[config.mk]
export PLATFORM = sky130hd
export DESIGN_NAME = counter_sequencer_flat
export DESIGN_NICKNAME = d
export VERILOG_FILES = /design/src/rtl/counter_sequencer_if.sv /design/src/rtl/counter_sequencer.sv /design/src/flat_wrapper.sv
export SDC_FILE = /design/constraint.sdc
export NUM_CORES = 1
export LEC_CHECK = 0
export BUFFER_PORTS_ARGS = -buffer_cell sky130_fd_sc_hd__buf_2
export CELL_PAD_IN_SITES_DETAIL_PLACEMENT = 1
export CELL_PAD_IN_SITES_GLOBAL_PLACEMENT = 2
export CORE_AREA = 2 2 46 79
export DETAILED_ROUTE_END_ITERATION = 10
export DIE_AREA = 0 0 48 81
export GPL_ROUTABILITY_DRIVEN = 0
export GPL_TIMING_DRIVEN = 1
export HOLD_SLACK_MARGIN = 0.06
export PLACE_DENSITY = 0.75
export SLEW_MARGIN = 10
export SYNTH_ARGS = -nofsm -noshare
export SYNTH_HDL_FRONTEND = slang
export SYNTH_SLANG_ARGS = --single-unit
[constraint.sdc]
create_clock -name clk -period 2.6 [get_ports clk]
set_clock_uncertainty 0.2 [all_clocks]
set_input_delay 0.26 -clock clk [delete_from_list [all_inputs] [get_ports clk]]
set_output_delay 0.26 -clock clk [all_outputs]
set_load 0.01 [all_outputs]
[src/rtl/counter_sequencer_if.sv]
// Host-side control and status bundle for the counter sequencer.
// The host (master) drives the run controls and reads back the count and status.
interface counter_sequencer_if #(
    parameter int WIDTH = 2,
    parameter int WRAPW = 4
);
    logic             start;
    logic             stop;
    logic             pause;
    logic             dir;
    logic [WIDTH-1:0] limit;
    logic [WRAPW-1:0] n_wraps;
    logic [WIDTH-1:0] count;
    logic             busy;
    logic             wrap;
    logic             done;
    logic [1:0]       state;

    modport master (
        output start, stop, pause, dir, limit, n_wraps,
        input  count, busy, wrap, done, state
    );

    modport slave (
        input  start, stop, pause, dir, limit, n_wraps,
        output count, busy, wrap, done, state
    );
endinterface

[src/rtl/counter_sequencer.sv]
// Sequencer for a modulo-(limit+1) up/down counter.
// A run is loaded on start, steps once per cycle unless paused, and ends
// either on stop (silently) or after n_wraps complete cycles (done pulse).
// Every output is a register or a decode of the state register.
module counter_sequencer #(
    parameter int WIDTH = 2,
    parameter int WRAPW = 4
) (
    input  logic                clk,
    input  logic                rst_n,
    counter_sequencer_if.slave  bus
);

    typedef enum logic [1:0] {
        IDLE = 2'd0,
        RUN  = 2'd1,
        DONE = 2'd2
    } state_t;

    state_t           state_q;
    logic [WIDTH-1:0] count_q;
    logic [WIDTH-1:0] limit_q;
    logic             dir_q;
    logic [WRAPW-1:0] nw_q;
    logic [WRAPW-1:0] wrap_cnt;
    logic             wrap_q;
    logic             done_q;

    // Next-step helpers for the running counter.
    logic             at_term;      // current count is the wrap point for dir_q
    logic [WIDTH-1:0] step_val;     // count after a non-wrapping step
    logic [WIDTH-1:0] wrap_val;     // count after a wrapping step
    logic [WRAPW-1:0] wrap_cnt_inc;
    logic             wrap_sat;     // free-run wrap counter has pinned at all-ones

    // Decode the step result from the latched direction and terminal value.
    always_comb begin
        at_term      = 1'b0;
        step_val     = count_q;
        wrap_val     = '0;
        wrap_cnt_inc = wrap_cnt + 1'b1;
        wrap_sat     = &wrap_cnt;
        if (dir_q) begin
            at_term  = (count_q == '0);
            step_val = count_q - 1'b1;
            wrap_val = limit_q;
        end else begin
            // Equality compare only: the count is loaded at 0 and can never
            // pass limit_q, so no range check is needed.
            at_term  = (count_q == limit_q);
            step_val = count_q + 1'b1;
            wrap_val = '0;
        end
    end

    // Control FSM; also owns the counter datapath and the status pulses.
    always_ff @(posedge clk or negedge rst_n) begin
        if (!rst_n) begin
            state_q  <= IDLE;
            count_q  <= '0;
            limit_q  <= '0;
            dir_q    <= 1'b0;
            nw_q     <= '0;
            wrap_cnt <= '0;
            wrap_q   <= 1'b0;
            done_q   <= 1'b0;
        end else begin
            // Pulses default low; they are raised only on the edge that earns them.
            wrap_q <= 1'b0;
            done_q <= 1'b0;
            unique case (state_q)
                IDLE: begin
                    // count keeps its last value; stop and pause are don't-care here.
                    if (bus.start) begin
                        limit_q  <= bus.limit;
                        dir_q    <= bus.dir;
                        nw_q     <= bus.n_wraps;
                        wrap_cnt <= '0;
                        count_q  <= bus.dir ? bus.limit : '0;
                        state_q  <= RUN;
                    end
                end
                RUN: begin
                    if (bus.stop) begin
                        // Abort beats both pause and a coincident wrap.
                        count_q <= '0;
                        state_q <= IDLE;
                    end else if (!bus.pause) begin
                        if (at_term) begin
                            count_q <= wrap_val;
                            wrap_q  <= 1'b1;
                            if (nw_q == '0) begin
                                // Free-run: count wraps but never complete.
                                if (!wrap_sat) wrap_cnt <= wrap_cnt_inc;
                            end else begin
                                wrap_cnt <= wrap_cnt_inc;
                                if (wrap_cnt_inc == nw_q) begin
                                    state_q <= DONE;
                                    done_q  <= 1'b1;
                                end
                            end
                        end else begin
                            count_q <= step_val;
                        end
                    end
                end
                DONE: begin
                    // One-cycle completion state; count holds the final wrapped value.
                    state_q <= IDLE;
                end
                default: begin
                    state_q <= IDLE;
                end
            endcase
        end
    end

    assign bus.count = count_q;
    assign bus.busy  = (state_q == RUN);
    assign bus.wrap  = wrap_q;
    assign bus.done  = done_q;
    assign bus.state = state_q;

endmodule

[src/flat_wrapper.sv]
// flat-port wrapper written by rule: the top's interface ports become plain ports
module counter_sequencer_flat 
#(
    parameter int WIDTH = 2,
    parameter int WRAPW = 4
)
  (clk, rst_n, bus_start, bus_stop, bus_pause, bus_dir, bus_limit, bus_n_wraps, bus_count, bus_busy, bus_wrap, bus_done, bus_state);
  counter_sequencer_if #(.WIDTH(WIDTH), .WRAPW(WRAPW)) bus_i ();
  input  logic clk;
  input  logic rst_n;
  input wire logic [$bits(bus_i.start)-1:0] bus_start;
  input wire logic [$bits(bus_i.stop)-1:0] bus_stop;
  input wire logic [$bits(bus_i.pause)-1:0] bus_pause;
  input wire logic [$bits(bus_i.dir)-1:0] bus_dir;
  input wire logic [$bits(bus_i.limit)-1:0] bus_limit;
  input wire logic [$bits(bus_i.n_wraps)-1:0] bus_n_wraps;
  output wire logic [$bits(bus_i.count)-1:0] bus_count;
  output wire logic [$bits(bus_i.busy)-1:0] bus_busy;
  output wire logic [$bits(bus_i.wrap)-1:0] bus_wrap;
  output wire logic [$bits(bus_i.done)-1:0] bus_done;
  output wire logic [$bits(bus_i.state)-1:0] bus_state;
  assign bus_i.start = bus_start;
  assign bus_i.stop = bus_stop;
  assign bus_i.pause = bus_pause;
  assign bus_i.dir = bus_dir;
  assign bus_i.limit = bus_limit;
  assign bus_i.n_wraps = bus_n_wraps;
  assign bus_count = bus_i.count;
  assign bus_busy = bus_i.busy;
  assign bus_wrap = bus_i.wrap;
  assign bus_done = bus_i.done;
  assign bus_state = bus_i.state;
  counter_sequencer #(.WIDTH(WIDTH), .WRAPW(WRAPW)) u_core (.clk(clk), .rst_n(rst_n), .bus(bus_i));
endmodule
==> run metrics <==
Worst setup SP type=flop; synth warn=0; placed cell areas=0.00110 mm²; Synth Instances=between 100 and 150; number of synthesized flops with an enable pin=0; status=complete, no violations; number of H-tree levels=1; root buffer cell=clkbuf_8; Tcrit/Tclk final=78.8%; drc violations=0; Total Neg Setup Slack=0 ps; nets@finish=about 150; footprint of the multi-input gates=between 500 and 600 µm²; part of the Yosys area used for sequential elements=43.9%; Worst Hold Launch=bus_stop; Clock Latency Late Sink=250 ps; drt initial violations=9; flops & latches, synth=17; Clock Pin Slew Worst Setup and Hold Paths=70 ps; CORE AREA=about 0.0033 mm²; dpl hpwl=just over 2 mm; smallest setup slack after layout=about 550 ps; multiplexer area fraction after synthesis=around 2.2%; Total Routing Usage GR=between 10% and 20%; Final Hold Fails=0; total grt overflow=0; min Tclk post-route=~2000 ps; Design Area, Final=0.00123 mm²; Max Fclk=0.488 GHz; Max VDD drop=0.396 mV; sequential cell area=roughly 430 µm²; WP data required=2540 ps; Worst Path Arrival=~2000 ps; Max Cap Violations=0; fraction of registers with async set or reset after synthesis=between 90% and 100%; Initial Util=between 20% and 30%; final slew viol count=0; DR vias/cell=slightly below 5; CTS tree=built; wirelength, routed=approximately 2.7 mm; Pwr Density=between 700 and 800 mW/mm²; Leak Pwr=roughly 0.57 nW; initial antenna violation count=0; crit path from=u_core.wrap_cnt[0]; first-pass GRT wire length=~4.3 mm; pin slew with the least headroom to its limit=~600 ps; PostCTS Resize Cnt=0; Final Util=a little under two fifths; clock tree sinks=17; unique cell type count in the Yosys netlist=36; layout cell share with drive strength beyond 1=between 10% and 20%; ant diodes=0; P&R area growth vs syn=26.7%; most common flop cell mapped by yosys=dfrtp_1; IO Port Bufs=18; number of buffers created by CTS=3; Post-Synth Adder-Cell Area=between 1 and 1.5%; DR WL/cell=between 10 and 15 µm; fillers=400; die width=48 µm; Row Count=28; syn_nets=~120; WS Path Type=reg2reg; post-synthesis xor/xnor area fraction=~7.2%; Slew HR=59.5%; largest net degree at the start of global routing=18; syn_area_per_cell=8.82 µm²; Setup WS pre-CTS=roughly 570 ps; total vias in the final route=roughly 900; vias in the first global route=approximately 960; largest family of logic cells by synthesized area=simple AND/OR/NAND/NOR gates; Synth Area in Simple Gates=roughly 29%; DR pass1 iterations=4; worst r2r src=u_core.wrap_cnt[0]; Worst Setup End Kind=flop; RSZ-0062 raised after global routing=false; Die H=between 80 and 90 µm; Compound-Gate Fraction of Synth Area=between 10% and 20%; worst-path maximum fanout=5; WHS=between 200 and 250 ps; ANT nets after route=0; IO Count=19; Clock Path Buffers=2; synthesized area=970 µm²; final setup fails=0; Die ar.=just under 0.004 mm²; hold crit path type=in2reg
-- sequential cells by signal, summed over array words and instances, names as in the netlist --
register / cells
u_core.wrap_cnt: 4
u_core.bus.state: 2
u_core.dir_q: 1
u_core.bus.wrap: 1
u_core.bus.done: 1
u_core.limit_q: 2
u_core.nw_q: 4
u_core.bus.count: 2
-- cells in the final DEF, fill, tap and decap left out, drive strengths merged, types with 2 or more instances in the layout --
master | synthesis | final
dlygate4sd3 | 0 | 8
o211ai | 2 | 2
xor2 | 3 | 3
dfrtp | 17 | 17
xnor2 | 5 | 5
nand3 | 7 | 7
buf | 1 | 18
or2 | 2 | 2
a22o | 2 | 2
nand2b | 2 | 2
nand2 | 27 | 27
nor2 | 9 | 9
o21ai | 7 | 7
inv | 3 | 3
nor4 | 3 | 3
clkbuf | 2 | 4
-- worst paths after layout --
| path | end | slack, ps | depth (start not counted) |
|---|---|---|---|
| worst max register to register | u_core.wrap_cnt[0] | 550 | 6 |
| worst min register to register | u_core.nw_q[2] | 350 | 2 |
| min in group asynchronous | u_core.limit_q[0] | 280 | 2 |
| worst min-delay path | u_core.bus.state[0] | 200 | 3 |
| max in group asynchronous | u_core.wrap_cnt[2] | 1630 | 2 |
| worst max-delay path | u_core.wrap_cnt[0] | 550 | 6 |
-- through the flow --
stage | total power [W] | instances
2_1_floorplan | 0.000653 | 110
3_5_place_dp | 0.000764 | 170
3_3_place_gp | 0.000753 | 170
6_report | 0.000960 | 182
4_1_cts | 0.000975 | 182
5_1_grt | 0.00104 | 182
-- area by class of cell --
class	count	share of cell area (%)
Multi-Input combinational cell	87	42.4
Sequential cell	17	34.6
Timing Repair Buffer	26	13.8
Tap cell	45	4.58
Clock buffer	4	3.67
Inverter	3	0.916
-- power by group --
| part | total (W) | internal (W) | switching [W] |
|---|---|---|---|
| combinational | 0.000349 | 0.000160 | 0.000189 |
| clock | 0.000197 | 0.000109 | 0.0000882 |
| sequential | 0.000414 | 0.000322 | 0.0000920 |
-- metal layers --
layer,vias to the layer above,global-route usage [%],wire length [µm]
met3,6,2.00,56
met1,444,16.6,1050
li1,436,-,-
met5,-,0,0
met2,17,28.8,1510
met4,0,6.49,50
-- critical path, stage by stage, from the launching register on --
cell,delay [ps]
dfrtp_1,420
ha_1,260
nor3b_1,150
a41oi_1,200
o21ai_1,180
a22o_1,260
mux2_2,260
-- synthesized netlist by cell type, types with 2 or more instances --
library cell	number	area [µm²]
nand2_1	27	101
nor2_1	9	33.8
a22o_1	2	17.5
xnor2_1	5	43.8
inv_1	3	11.3
clkbuf_1	2	7.51
xor2_1	3	26.3
dfrtp_1	17	425
nand3_1	7	35.0
o21ai_0	6	30.0
nand2b_1	2	12.5
nor4_1	3	18.8
-- cell families after synthesis --
logic type,count (synthesis)
xor+xnor,8
mux,2
flops,17
fa+ha+maj,1
buf+inv,6
simple gates,58
compound gates,18
-- what timing repair did --
item / CTS / global route
setup buffers: 0 / 0
hold buffers: 8 / 0
endpoints found under the hold margin: 24 / 0
No activity file was read; power rests on OpenSTA's default activity.
